$ cat src/rtl/mux_ser_ctrl_pkg.sv
// Shared types and helpers for the mux-based parallel-to-serial control stage.
package mux_ser_pkg;

    localparam int DATA_W = 8;
    localparam int SEL_W  = 3;

    typedef enum logic {
        IDLE  = 1'b0,
        SHIFT = 1'b1
    } state_t;

    function automatic logic [SEL_W-1:0] first_sel(input logic msb_first);
        return msb_first ? SEL_W'(DATA_W - 1) : '0;
    endfunction

    function automatic logic [SEL_W-1:0] last_sel(input logic msb_first);
        return msb_first ? '0 : SEL_W'(DATA_W - 1);
    endfunction

    // Step one channel toward the terminal select.
    function automatic logic [SEL_W-1:0] next_sel(input logic [SEL_W-1:0] cur,
                                                   input logic msb_first);
        return msb_first ? cur - 1'b1 : cur + 1'b1;
    endfunction

endpackage

$ cat src/rtl/mux_ser_ctrl_sel_counter.sv
// Channel select counter: loads FIRST, steps toward LAST, flags LAST.
module sel_counter
    import mux_ser_pkg::*;
#(
    parameter bit MSB_FIRST = 1'b0
) (
    input  logic             clk,
    input  logic             rst_n,
    input  logic             load,
    input  logic             en,
    output logic [SEL_W-1:0] s,
    output logic             term
);

    always_ff @(posedge clk or negedge rst_n) begin
        if (!rst_n) begin
            s <= first_sel(MSB_FIRST);
        end else if (load) begin
            s <= first_sel(MSB_FIRST);
        end else if (en) begin
            s <= next_sel(s, MSB_FIRST);
        end
    end

    assign term = (s == last_sel(MSB_FIRST));

endmodule

$ cat src/rtl/mux_ser_ctrl.sv
// Holds a word on the external 8:1 mux and walks its select, one channel per
// accepted serial beat, forwarding the mux output as a valid/ready/last stream.
module mux_ser_ctrl
    import mux_ser_pkg::*;
#(
    parameter bit MSB_FIRST = 1'b0
) (
    input  logic              clk,
    input  logic              rst_n,
    input  logic              load_valid,
    output logic              load_ready,
    input  logic [DATA_W-1:0] load_data,
    output logic [DATA_W-1:0] d,
    output logic [SEL_W-1:0]  s,
    input  logic              mux_o,
    output logic              ser_out,
    output logic              ser_valid,
    input  logic              ser_ready,
    output logic              ser_last,
    output logic              state_dbg
);

    // Handshakes: a transfer happens on a rising edge where valid and ready are
    // both high; valid never depends on ready, and the producer holds data
    // stable while valid is high and ready is low.

    state_t state, state_nxt;
    logic   term;
    logic   beat;
    logic   load_fire;
    logic   cnt_en;

    sel_counter #(.MSB_FIRST(MSB_FIRST)) u_sel (
        .clk   (clk),
        .rst_n (rst_n),
        .load  (load_fire),
        .en    (cnt_en),
        .s     (s),
        .term  (term)
    );

    always_ff @(posedge clk or negedge rst_n) begin
        if (!rst_n) begin
            state <= IDLE;
        end else begin
            state <= state_nxt;
        end
    end

    always_ff @(posedge clk or negedge rst_n) begin
        if (!rst_n) begin
            d <= '0;
        end else if (load_fire) begin
            d <= load_data;
        end
    end

    always_comb begin
        state_nxt  = state;
        beat       = 1'b0;
        load_ready = 1'b0;
        ser_valid  = 1'b0;
        ser_last   = 1'b0;
        case (state)
            IDLE: begin
                load_ready = 1'b1;
                if (load_valid) begin
                    state_nxt = SHIFT;
                end
            end
            SHIFT: begin
                ser_valid  = 1'b1;
                ser_last   = term;
                beat       = ser_ready;
                // The last beat can hand over to the next word in the same edge.
                load_ready = term && ser_ready;
                if (beat && term && !load_valid) begin
                    state_nxt = IDLE;
                end
            end
            default: state_nxt = IDLE;
        endcase
    end

    assign load_fire = load_valid && load_ready;
    assign cnt_en    = beat && !term;
    assign ser_out   = mux_o;
    assign state_dbg = state;

endmodule

$ cat config.mk
export PLATFORM = sky130hd
export DESIGN_NAME = mux_ser_ctrl
export DESIGN_NICKNAME = d
export VERILOG_FILES = /design/src/rtl/mux_ser_ctrl_pkg.sv /design/src/rtl/mux_ser_ctrl_sel_counter.sv /design/src/rtl/mux_ser_ctrl.sv
export SDC_FILE = /design/constraint.sdc
export NUM_CORES = 1
export LEC_CHECK = 0
export ABC_AREA = 1
export BUFFER_PORTS_ARGS = -buffer_cell sky130_fd_sc_hd__buf_4
export CAP_MARGIN = 15
export CORE_AREA = 3 3 40 42
export CTS_CLUSTER_DIAMETER = 120
export DETAILED_ROUTE_END_ITERATION = 7
export DIE_AREA = 0 0 43 45
export GPL_ROUTABILITY_DRIVEN = 1
export PLACE_DENSITY = 0.76
export SLEW_MARGIN = 20
export SYNTH_ARGS = -nofsm -noshare
export SYNTH_HDL_FRONTEND = slang
export SYNTH_SLANG_ARGS = --single-unit
$ cat constraint.sdc
create_clock -name clk -period 1.9 [get_ports clk]
set_input_delay 0.38 -clock clk [delete_from_list [all_inputs] [get_ports clk]]
set_output_delay 0.38 -clock clk [all_outputs]
set_load 0.01 [all_outputs]
# Word-level counts from Yosys, hierarchy flattened
# Index checks and enable logic that the tools add are counted.
op_classes:
  bitwise: 1
  reduce_logical: 7
  eq_ne: 1
  addsub: 1
  mux: 9
op_table:
  columns: ["cell", "count"]
  rows:
  - ["$mux W3", 2]
  - ["$mux W1", 5]
  - ["$logic_and A1 B1 Y1", 4]
  - ["$pmux W1 S2", 2]
  - ["$add A3 B1 Y3 const B", 1]
  - ["$eq A3 B3 Y1 const B", 1]
  - ["$logic_not A1 Y1", 2]
  - ["$reduce_bool A2 Y1", 1]
  - ["$not A1 Y1", 1]
word_totals:
  elab_cells: 22
  reg_bits: 12
  out_inout_bits: 16
  input_bits: 13

# Longest topological paths before layout
depth:
  ltp_word: 5
  ltp_mapped: 8
  depth_no_buf: 7

# By module
# Synthesis repeated with hierarchy kept, for this count alone.
unflattened:
  hier_cells: 64
  area_unflattened_um2: 556.8
by_module_without_submodules:
  columns: ["mod", "area_per_inst_um2", "cells_each", "seq_area_each_um2", "instances"]
  rows:
  - ["mux_ser_ctrl", 405.4, 47, 225.2, 1]
  - ["sel_counter", 151.4, 17, 75.1, 1]

# Worst setup path before layout
# Ideal clock, no wire load.
synth_timing:
  kind: "reg-to-output"
  startpoint: "reg u_sel.s[0]"
  endpoint: "out load_ready"
  required_time_ns: 1.520
  arrival_ns: 1.129
  n_path_buf: 1
  stages_incl_launch_ff: 6
  setup_slack_ns: 0.391
  path_cell_list: "dfrtp_1 -> ha_1 -> ha_1 -> nand2_1 -> nand2_1 -> buf_4"
synth_via:
  elab_chain_len: 3
synth_rtl:
  columns: ["item", "line_no", "source"]
  rows:
  - ["start: declaration", "mux_ser_ctrl_sel_counter.sv:11", "output logic [SEL_W-1:0] s,"]
  - ["start signal: assignment", "mux_ser_ctrl_sel_counter.sv:17", "s <= first_sel(MSB_FIRST);"]
  - ["start signal: assignment", "mux_ser_ctrl_sel_counter.sv:19", "s <= first_sel(MSB_FIRST);"]
  - ["start signal: assignment", "mux_ser_ctrl_sel_counter.sv:21", "s <= next_sel(s, MSB_FIRST);"]
  - ["$eq A3 B3 Y1", "mux_ser_ctrl_sel_counter.sv:25", "assign term = (s == last_sel(MSB_FIRST));"]
  - ["$logic_and A1 B1 Y1", "mux_ser_ctrl.sv:76", "load_ready = term && ser_ready;"]
  - ["$pmux W1 S2", "mux_ser_ctrl.sv:64", "case (state)"]
  - ["end: declaration", "mux_ser_ctrl.sv:11", "output logic load_ready,"]
# No other way between the ends.

# Worst setup path in the final report
# Ends and elaborated chain as after synthesis.

==> metrics <==
syn_area_per_cell=8.446 um^2; Final Hold Viols=0; leakage power=0.4628 nW; CTS tree=yes; Crit path largest cell delay=0.39 ns; Final Max Slew Viols=0; RSZ-0062 raised after global routing=no; count leader, synth=nand2_1; Die Y=45 um; Max Cap Viol=0; Yosys Warn Count=0; share of cells above drive strength 1=38.95%; 1st-pass router iterations=4; nature of the critical path startpoint=flip-flop; CTS Root Cell=clkbuf_4; Total GRT Usage=11.93%; worst slew pin tran=0.2239 ns; Ant. Diodes=0; Initial Util=44.69%; final clock skew=0.0005378 ns; Synth area leaders=dfrtp_1 52%, nand2_1 16%, nand3_1 7.8%, ha_1 4.4%, buf_4 3.9%; global-route wire length before repair=1.711 mm; Die X=43 um; Avg WL per Cell=10.20 um; slowest stage cell, crit path=dfrtp_1; fin crit period=1.794 ns; final setup fails=0; sequential share of the synthesized area=52.29%; crit-path cells=ha_1 -> ha_1 -> nand2_1 -> nand2_2 -> buf_4; detailed-route DRC error count=0; Netlist Area Pre-Place=574.3 um^2; Logic pwr share=51.1%; EDFF count, synth=0; top cells by count, synth=24 x nand2_1, 12 x dfrtp_1, 9 x nand3_1; DR iter-0 viols=9; CTS max path bufs=2; Fillers=111; initial antenna violation count=0; die area=1935 um^2; Yosys cell types=12; Layout area overhead=39.22%; DRT antenna net count=0; Syn Inst Count=68; Post-Route WL=1.122 mm; worst ir drop on vdd=0.8683 mV; vias in the first global route=399; Clock power frac=12.4%; Setup CP Type=flip-flop to output pin; Switching Fraction=37.77%; vias per std cell=4.700; io pins=29; CTS sink count=12; synthesized flop and latch total=12; Crit Path Max Fanout=6; GR Overflow Total=0; HP Class=input port to flip-flop; post-DP HPWL=873.2 um; Core Area=1285 um^2; CTS Buf Count=3; Post-synth top flop=dfrtp_1; GP Congestion=0.6820; final worst-path cycle share=94.44%; # rows=13; max frequency=557.3 MHz; Worst-Skew Late Latency=0.27 ns; WP data arrival=1.41 ns; Worst Setup End Kind=output pin; WP data required=1.52 ns; NumNets Final=112; Synth top area share=52.29%; # H-tree levels=1; total chip power=1.218 mW; clk slew on worst S/H paths=0.07 ns; Final TNS setup=0 ns; CP dominant cell by count=ha_1; status=finished clean; count of input and output buffers=26; Pint=0.7580 mW; Via Count=517; Power Dens Cells=1524 nW/um^2; Slew HR=85.02%; Net Sw Power=0.4602 mW; largest net degree at the start of global routing=13; async set-reset flop share out of synthesis=100.0%; Seq pwr share=36.6%; Synthesized Nets=83; Synth area leader=dfrtp_1
[state kept, by name, indices dropped and copies added, names as in the netlist]
name,count
d,8
u_sel.s,3
state_dbg,1
[critical path, delay by kind of cell (launching register included)]
| family | cells | cell delay (ns) |
|---|---|---|
| adders and majority gates | 2 | 0.42 |
| buffers and inverters | 1 | 0.16 |
| DFF | 1 | 0.39 |
| and+or+nand+nor | 2 | 0.17 |
[logic make-up (layout without fill, tap and decap cells)]
kind of cell / Yosys count / in the layout / share of synthesized area, %
AND/OR/NAND/NOR: 44 / 44 / 33.33
adder cells (fa/ha/maj): 2 / 2 / 4.357
buffers and inverters: 10 / 37 / 10.02
flip-flops: 12 / 12 / 52.29
[worst paths after layout]
check / start / to / slack (ns) / depth (start not counted)
worst min register to register: d[0] / d[0] / 0.47 / 2
max in group asynchronous: rst_n / d[2] / 1.28 / 2
worst max register to register: u_sel.s[0] / u_sel.s[1] / 0.46 / 7
worst min-delay path: load_data[5] / d[5] / 0.34 / 3
min in group asynchronous: rst_n / d[4] / 0.47 / 2
worst max-delay path: u_sel.s[0] / load_ready / 0.11 / 5
[repair_timing]
| action | 4_1_cts | 5_1_grt |
|---|---|---|
| hold buffers | 1 | 0 |
| setup buffers | 0 | 1 |
| setup endpoints to repair | 0 | 1 |
| resized for setup | 0 | 1 |
| hold endpoints to repair | 12 | 0 |
[placed cells by master (no fill, tap or decap), drive strengths merged]
| master | synthesis | routed |
|---|---|---|
| clkbuf | 0 | 3 |
| nor2 | 7 | 7 |
| nand3 | 9 | 9 |
| nand2 | 27 | 27 |
| ha | 2 | 2 |
| buf | 5 | 28 |
| nand4 | 1 | 1 |
| inv | 5 | 5 |
| dfrtp | 12 | 12 |
| dlygate4sd3 | 0 | 1 |
[layer usage]
metal,vias up,part of all wire (%),track usage [%]
met2,23,47,18.86
li1,263,-,-
met4,0,2.0,7.229
met5,-,0,0
met3,2,9.9,3.187
met1,229,41,14.65
[final cells by class]
class,instances,area [um^2],area share (%)
repair buffers,29,220.2,27.54
multi-input cells,46,219.0,27.39
well taps,15,18.77,2.347
flip-flops and latches,12,300.3,37.56
clock buffers,3,22.52,2.817
inverters,5,18.77,2.347
[power groups by stage]
stage	clock, mW	sequential (mW)	combinational [mW]
after floorplan	0	0.502	0.294
after global placement	0	0.449	0.604
after detailed placement	0	0.454	0.610
after CTS	0.157	0.451	0.612
after global routing	0.175	0.460	0.689
final	0.150	0.445	0.622
[metrics by stage]
step	cell area [um^2]	setup WS [ns]	hold slack [ns]	utilization, %	instances
floorplan	574.3	0.3913	0.08441	-	68
global placement	757.0	0.3408	0.2268	58.91	105
detailed placement	757.0	0.3067	0.2257	58.91	105
CTS	789.5	0.006326	0.3378	61.44	109
global route	799.5	0.006127	0.3342	62.22	110
finish	799.5	0.1056	0.3446	62.22	110
(Power assumes the default switching activity.)
